<file path="src/rtl/hs_pkg.sv">
// Shared helpers for the hs_fifo_bus elastic buffer: width derivation and
// parameter legality checks used at elaboration time.
package hs_pkg;

  function automatic int clog2_w(input int n);
    return (n <= 1) ? 1 : $clog2(n);
  endfunction

  function automatic int cnt_width(input int depth);
    return clog2_w(depth + 1);
  endfunction

  function automatic int ptr_width(input int depth);
    return clog2_w(depth);
  endfunction

  function automatic bit is_pow2(input int n);
    return (n >= 2) && ((n & (n - 1)) == 0);
  endfunction

endpackage

</file>
<file path="src/rtl/hs_fifo_mem.sv">
// DEPTH x WIDTH register file for hs_fifo_bus: reset-to-zero, one synchronous
// write port and one asynchronous read port.
module hs_fifo_mem #(
  parameter int WIDTH = 32,
  parameter int DEPTH = 4,
  parameter int AW    = 2
) (
  input  logic             clk,
  input  logic             rst_n,
  input  logic             we_i,
  input  logic [AW-1:0]    waddr_i,
  input  logic [WIDTH-1:0] wdata_i,
  input  logic [AW-1:0]    raddr_i,
  output logic [WIDTH-1:0] rdata_o
);

  logic [WIDTH-1:0] mem_q [DEPTH];

  always_ff @(posedge clk) begin
    if (!rst_n) begin
      for (int i = 0; i < DEPTH; i++) begin
        mem_q[i] <= '0;
      end
    end else if (we_i) begin
      mem_q[waddr_i] <= wdata_i;
    end
  end

  assign rdata_o = mem_q[raddr_i];

endmodule

</file>
<file path="src/rtl/hs_fifo_bus.sv">
// Single-clock valid/ready elastic queue with registered flags, occupancy
// count and synchronous flush. Full/empty are derived from count alone.
module hs_fifo_bus
  import hs_pkg::*;
#(
  parameter int WIDTH    = 32,
  parameter int DEPTH    = 4,
  parameter int AF_LEVEL = DEPTH - 1,
  localparam int CW      = cnt_width(DEPTH),
  localparam int AW      = ptr_width(DEPTH)
) (
  input  logic             clk,
  input  logic             rst_n,
  input  logic             flush,
  input  logic [WIDTH-1:0] in_data,
  input  logic             in_valid,
  output logic             in_ready,
  output logic [WIDTH-1:0] out_data,
  output logic             out_valid,
  input  logic             out_ready,
  output logic [CW-1:0]    count,
  output logic             almost_full
);

  localparam bit DepthOk = is_pow2(DEPTH);
  localparam bit AfOk    = (AF_LEVEL >= 1) && (AF_LEVEL <= DEPTH);

  if (!DepthOk) begin : g_bad_depth
    $error("hs_fifo_bus: DEPTH must be a power of two >= 2");
  end
  if (!AfOk) begin : g_bad_af
    $error("hs_fifo_bus: AF_LEVEL must lie in 1..DEPTH");
  end

  logic [AW-1:0] wr_ptr_q, wr_ptr_d;
  logic [AW-1:0] rd_ptr_q, rd_ptr_d;
  logic [CW-1:0] count_q, count_d;
  logic          in_ready_q, out_valid_q, almost_full_q;
  logic          wr_en, rd_en;

  // Handshakes use only registered flags, so no input reaches an output
  // combinationally and out_ready never influences in_ready in-cycle.
  always_comb begin
    wr_en    = in_valid && in_ready_q;
    rd_en    = out_valid_q && out_ready;
    count_d  = count_q + CW'(wr_en) - CW'(rd_en);
    wr_ptr_d = wr_en ? wr_ptr_q + AW'(1) : wr_ptr_q;
    rd_ptr_d = rd_en ? rd_ptr_q + AW'(1) : rd_ptr_q;
  end

  always_ff @(posedge clk) begin
    if (!rst_n) begin
      wr_ptr_q      <= '0;
      rd_ptr_q      <= '0;
      count_q       <= '0;
      in_ready_q    <= 1'b0;
      out_valid_q   <= 1'b0;
      almost_full_q <= 1'b0;
    end else if (flush) begin
      wr_ptr_q      <= '0;
      rd_ptr_q      <= '0;
      count_q       <= '0;
      in_ready_q    <= 1'b1;
      out_valid_q   <= 1'b0;
      almost_full_q <= 1'b0;
    end else begin
      wr_ptr_q      <= wr_ptr_d;
      rd_ptr_q      <= rd_ptr_d;
      count_q       <= count_d;
      in_ready_q    <= (count_d != CW'(DEPTH));
      out_valid_q   <= (count_d != '0);
      almost_full_q <= (count_d >= CW'(AF_LEVEL));
    end
  end

  hs_fifo_mem #(
    .WIDTH (WIDTH),
    .DEPTH (DEPTH),
    .AW    (AW)
  ) u_mem (
    .clk     (clk),
    .rst_n   (rst_n),
    .we_i    (wr_en && !flush),
    .waddr_i (wr_ptr_q),
    .wdata_i (in_data),
    .raddr_i (rd_ptr_q),
    .rdata_o (out_data)
  );

  assign in_ready    = in_ready_q;
  assign out_valid   = out_valid_q;
  assign count       = count_q;
  assign almost_full = almost_full_q;

endmodule

</file>
<file path="config.mk">
export PLATFORM = sky130hd
export DESIGN_NAME = hs_fifo_bus
export DESIGN_NICKNAME = d
export VERILOG_FILES = /design/src/rtl/hs_pkg.sv /design/src/rtl/hs_fifo_mem.sv /design/src/rtl/hs_fifo_bus.sv
export SDC_FILE = /design/constraint.sdc
export NUM_CORES = 1
export LEC_CHECK = 0
export ABC_AREA = 1
export CAP_MARGIN = 25
export CORE_ASPECT_RATIO = 1.5
export CORE_UTILIZATION = 55
export CTS_BUF_LIST = sky130_fd_sc_hd__clkbuf_8 sky130_fd_sc_hd__clkbuf_16
export DETAILED_ROUTE_END_ITERATION = 6
export GPL_TIMING_DRIVEN = 1
export PLACE_DENSITY = 0.79
export SETUP_SLACK_MARGIN = 0.02
export SLEW_MARGIN = 20
export SYNTH_ARGS = -nofsm -noshare
export SYNTH_HDL_FRONTEND = slang
export SYNTH_SLANG_ARGS = --single-unit
</file>
<file path="constraint.sdc">
create_clock -name clk -period 2.8 [get_ports clk]
set_clock_uncertainty 0.15 [all_clocks]
set_input_delay 0.56 -clock clk [delete_from_list [all_inputs] [get_ports clk]]
set_output_delay 0.56 -clock clk [all_outputs]
set_load 0.05 [all_outputs]
</file>
Word-level counts from Yosys, hierarchy flattened:

Memories as Yosys holds them, arrays and structs flattened. A register that Yosys moved wholly into a read port is not among the register bits.
Index checks and enable logic that the tools add are counted.

* register bits: 10
* bits in latches: 0
* memory bits (writable): 128
* ROM bits: 0
* input bits: 37
* output and inout bits: 38
* memories kept: 1

* $add $sub $neg: 4
* $mul: 0
* divide/modulo/power cells: 0
* magnitude comparators: 1
* equality and inequality tests: 1
* shifts and indexed selects: 0
* mux-type cells: 10
* bitwise operators: 1
* reduce and logical (&&, ||, !) cells: 7

Memory list
* u_mem.mem_q: depth 4, bits a word 32, rd ports 1, clocked after Yosys merged registers in 1, wr ports 4, line hs_fifo_mem.sv:17 `logic [WIDTH-1:0] mem_q [DEPTH];`

Operator list (count)
* $mux W32: 1
* $reduce_or A32 Y1: 1
* $mux W1: 6
* $mux W2: 3
* $add A2 B1 Y2 const B: 2
* $add A3 B1 Y3: 1
* $ge A3 B2 Y1 const B: 1
* $logic_and A1 B1 Y1: 3
* $ne A3 B3 Y1 const B: 1
* $reduce_bool A3 Y1: 1
* $sub A3 B1 Y3: 1
* $reduce_or A2 Y1: 1
* $logic_not A1 Y1: 1
* $not A1 Y1: 1

Logic depth before layout (Yosys ltp):

* depth in word-level cells: 7
* depth in mapped cells: 12
* mapped depth without buffers: 12

Hierarchy:

From an unflattened synthesis, not the netlist that was laid out.

* cell total of the unflattened synthesis: 752
* area, all modules: 6725.2 um^2

By module, submodules not included
* hs_fifo_mem: times used 1, cells an instance 689, area an instance 6267.3 um^2, seq. area each 3843.7 um^2
* hs_fifo_bus: times used 1, cells an instance 63, area an instance 457.9 um^2, seq. area each 200.2 um^2

Worst setup path before layout:

Ideal clock, no wire load.

* path kind: register to register
* from: reg in_ready_q (netlist: in_ready)
* to: mem u_mem.mem_q[1][0], enable pin
* arrival time: 2.107 ns
* setup slack: 0.154 ns
* cell stages (with the launch flop): 8
* buffers on the path: 1
* path through: dfxtp_1 -> nand2_1 -> inv_1 -> nand2_2 -> nor2_4 -> nand2_2 -> buf_2 -> nand2_1

RTL lines
* start, declared: line hs_fifo_bus.sv:38 `logic in_ready_q, out_valid_q, almost_full_q;`
* start signal, assigned: line hs_fifo_bus.sv:70 `in_ready_q <= (count_d != CW'(DEPTH));`
* end, declared: line hs_fifo_mem.sv:17

==> impl_metrics.yaml <==
run_status:
  status: "finished, final reports clean"
drt:
  wl_met3_um: 705
  postRouteAntennaNets: 0
  viasPerCell: 5.491
  dr.pass1.iters: 6
  wl_met2_um: 7360
  wl_met1_um: 5037
  route.detailed.drc: 0
  wl_um: 13350
  wl_per_cell_um: 16.81
  first_iter_violations: 418
  topRoutingLayerUsed: "met4"
  via_count: 4360
floorplan:
  io_pins: 75
  coreArea_um2: 10530
  die-area_um2: 11210
  die_w_um: 86.80
  start_util_pct: 56.32
  die_y_um: 129.2
  rows: 46
worst_setup_path:
  worstPathMaxFanout: 40
  crit_required_ns: 2.09
  cp-start-kind: "register"
  reg2reg_to: "in_ready$_SDFF_PN0_"
  cp-end-kind: "output pin"
  ff2ff_path_depth: 11
  crit_type: "reg2out"
  crit_arrival_ns: 1.78
  r2r_slack_ns: 0.64
  reg2reg_from: "in_ready$_SDFF_PN0_"
placed_design:
  io_buffer_count: 74
  place_congestion: 0.7861
  dpl_cell_area_um2: 6857
  place_hpwl_um: 8017
timing:
  slew_headroom_pct: 55.58
  hold_viol_final: 0
  worstMarginPinSlew_ns: 0.6663
  rsz0062_at_grt: "no"
  fin_crit_sh_pct: 88.88
  finalSetupViolations: 0
  period_needed_ns: 2.489
  fmax_mhz: 401.8
  setup_tns_ns: 0
  drv_slew: 0
  holdWs_ns: 0.3496
global_route:
  grt_pass1_vias: 4418
  track_usage_pct: 25.34
  grt_max_degree: 61
  grt_pass1_wl_um: 21210
  grt_overflow: 0
  antenna_found_initial: 0
power:
  p_switching_w: 0.001172
  p_leak_nw: 3.062
  p_per_area_nw_per_um2: 692.4
  ir_worst_vdd_uv: 489.1
  pwr-share-seq_pct: 46.2
  p_comb_share_pct: 9.7
  p_clk_share_pct: 44.1
  intPower_w: 0.003995
  p_sw_share_pct: 22.68
synth:
  yosys-top-cells-count: "nor2_1, edfxtp_1, o21ai_0"
  synth_warnings: 0
  synth_edf_count: 128
  synth_top_area_cell: "edfxtp_1"
  synth_nets: 595
  yosysSeqAreaShare_pct: 68.85
  yosys-top-cells-area: "edfxtp_1, nor2_1, o21ai_0, dfxtp_1, o22ai_1"
  avgSynthCellArea_um2: 10.69
  synth.most_common_cell: "nor2_1"
  synth_top_cell_area_share_pct: 64.80
  syn-instance-count: 555
  synth_ff_type: "edfxtp_1"
  async_flop_share_pct: 0
  synth_seq_cells: 140
  syn_area_um2: 5932
  synth_cell_type_count: 23
clocking:
  cts_buffers: 17
  cts.clk_slew.worst_paths_ns: 0.06
  htreeDepth: 4
  postCtsSetupRepairBufs: 0
  cts.sinks: 140
  clkLatencyLatePin_ns: 0.41
  cts_buffer_depth: 2
  clockRootBuffer: "clkbuf_16"
  cts_tree: "done"
  cts-resized-gates: 0
  holdBufCountCts: 0
finish:
  n_antenna_cell: 0
  final_util_pct: 70.85
  final_cell_area_um2: 7462
  nets: 677
  area_growth_syn_to_layout_pct: 25.80
  seqCellArea_um2: 4085
  drive_gt1_share_pct: 14.00
  multiInputGateArea_um2: 1531
  fillerInstances: 723
min_path:
  hold_class: "reg2reg"
  hp-start: "rd_ptr_q[1]$_SDFFE_PP0P_"
  hold_end: "rd_ptr_q[1]$_SDFFE_PP0P_"
  hold-path-cell-count: 2
flow_run:
  drv_cap: 0
==> cell families (layout without fill, tap and decap cells) <==
group                      Yosys count  in the layout  synth area share [%]
DFF                                140            140                 68.85
AOI/OAI and AO/OA                  102            102                 9.302
buffers and inverters               82            177                 5.336
xor gates and xnor gates             1              1                0.1477
adders and majority gates            3              3                0.7593
and+or+nand+nor                    227            227                 15.61
==> worst max-delay path: stages (launching register included) <==
cell     delay (ns)
dfxtp_2        0.35
buf_4          0.35
o21ai_0        0.16
o22ai_1        0.26
buf_4          0.25
==> stage by stage <==
stage	instances	worst slack, ns	power, W
after floorplan	555	0.1540	0.002728
after global placement	762	0.05782	0.002916
after detailed placement	762	0.003017	0.002930
after CTS	794	0.2514	0.005181
after global routing	794	0.2239	0.005305
final	794	0.3114	0.005167
==> worst max path at each step <==
| stage | start | to | slack, ns | depth (start not counted) |
|---|---|---|---|---|
| 2_1_floorplan | in_ready$_SDFF_PN0_ | u_mem.mem_q[1][0]$_SDFFCE_PN0P_ | 0.15 | 7 |
| 3_3_place_gp | in_valid | in_ready$_SDFF_PN0_ | 0.06 | 12 |
| 3_5_place_dp | in_valid | in_ready$_SDFF_PN0_ | 0.003 | 12 |
| 4_1_cts | register | out_data[17] | 0.25 | 4 |
| 5_1_grt | register | out_data[1] | 0.22 | 4 |
| 6_report | register | out_data[17] | 0.31 | 4 |
==> final cells by class <==
class,count,area share [%]
Clock buffer,17,5.701
Clock inverter,15,2.414
Inverter,49,2.465
Multi-Input combinational cell,333,20.52
Sequential cell,140,54.75
Tap cell,144,2.414
Timing Repair Buffer,96,11.74
==> per-layer routing <==
| metal | vias to the layer above | GRT usage [%] |
|---|---|---|
| met2 | 161 | 45.90 |
| met3 | 22 | 3.885 |
| li1 | 2068 | - |
| met1 | 2109 | 29.71 |
| met4 | 0 | 10.59 |
| met5 | - | 0 |
==> layout by cell type (no fill, tap or decap), drive strengths merged <==
cell type      count
edfxtp           128
inv               49
clkinv             8
clkdlybuf4s50     42
bufinv             4
o21ai             65
fa                 1
nand4              1
a21oi              4
nand3              4
ha                 2
nor3              28
nor2             170
clkbuf            17
o22ai             32
buf               54
xor2               1
a31oi              1
nand2             24
dfxtp             12
clkinvlp           3
==> state kept, by name, indices dropped and copies added (netlist names), named ones only <==
signal,cells
almost_full,1
count,3
in_ready,1
out_valid,1
rd_ptr_q,2
u_mem.mem_q,128
wr_ptr_q,2
==> power by group through the flow <==
stage | clock network, W | logic (W) | registers [W]
after floorplan | 0 | 0.000281 | 0.00245
after global placement | 0 | 0.000491 | 0.00243
after detailed placement | 0 | 0.000500 | 0.00243
after CTS | 0.00229 | 0.000504 | 0.00239
after global routing | 0.00238 | 0.000534 | 0.00239
final | 0.00228 | 0.000502 | 0.00239
No activity file was read; power rests on OpenSTA's default activity.
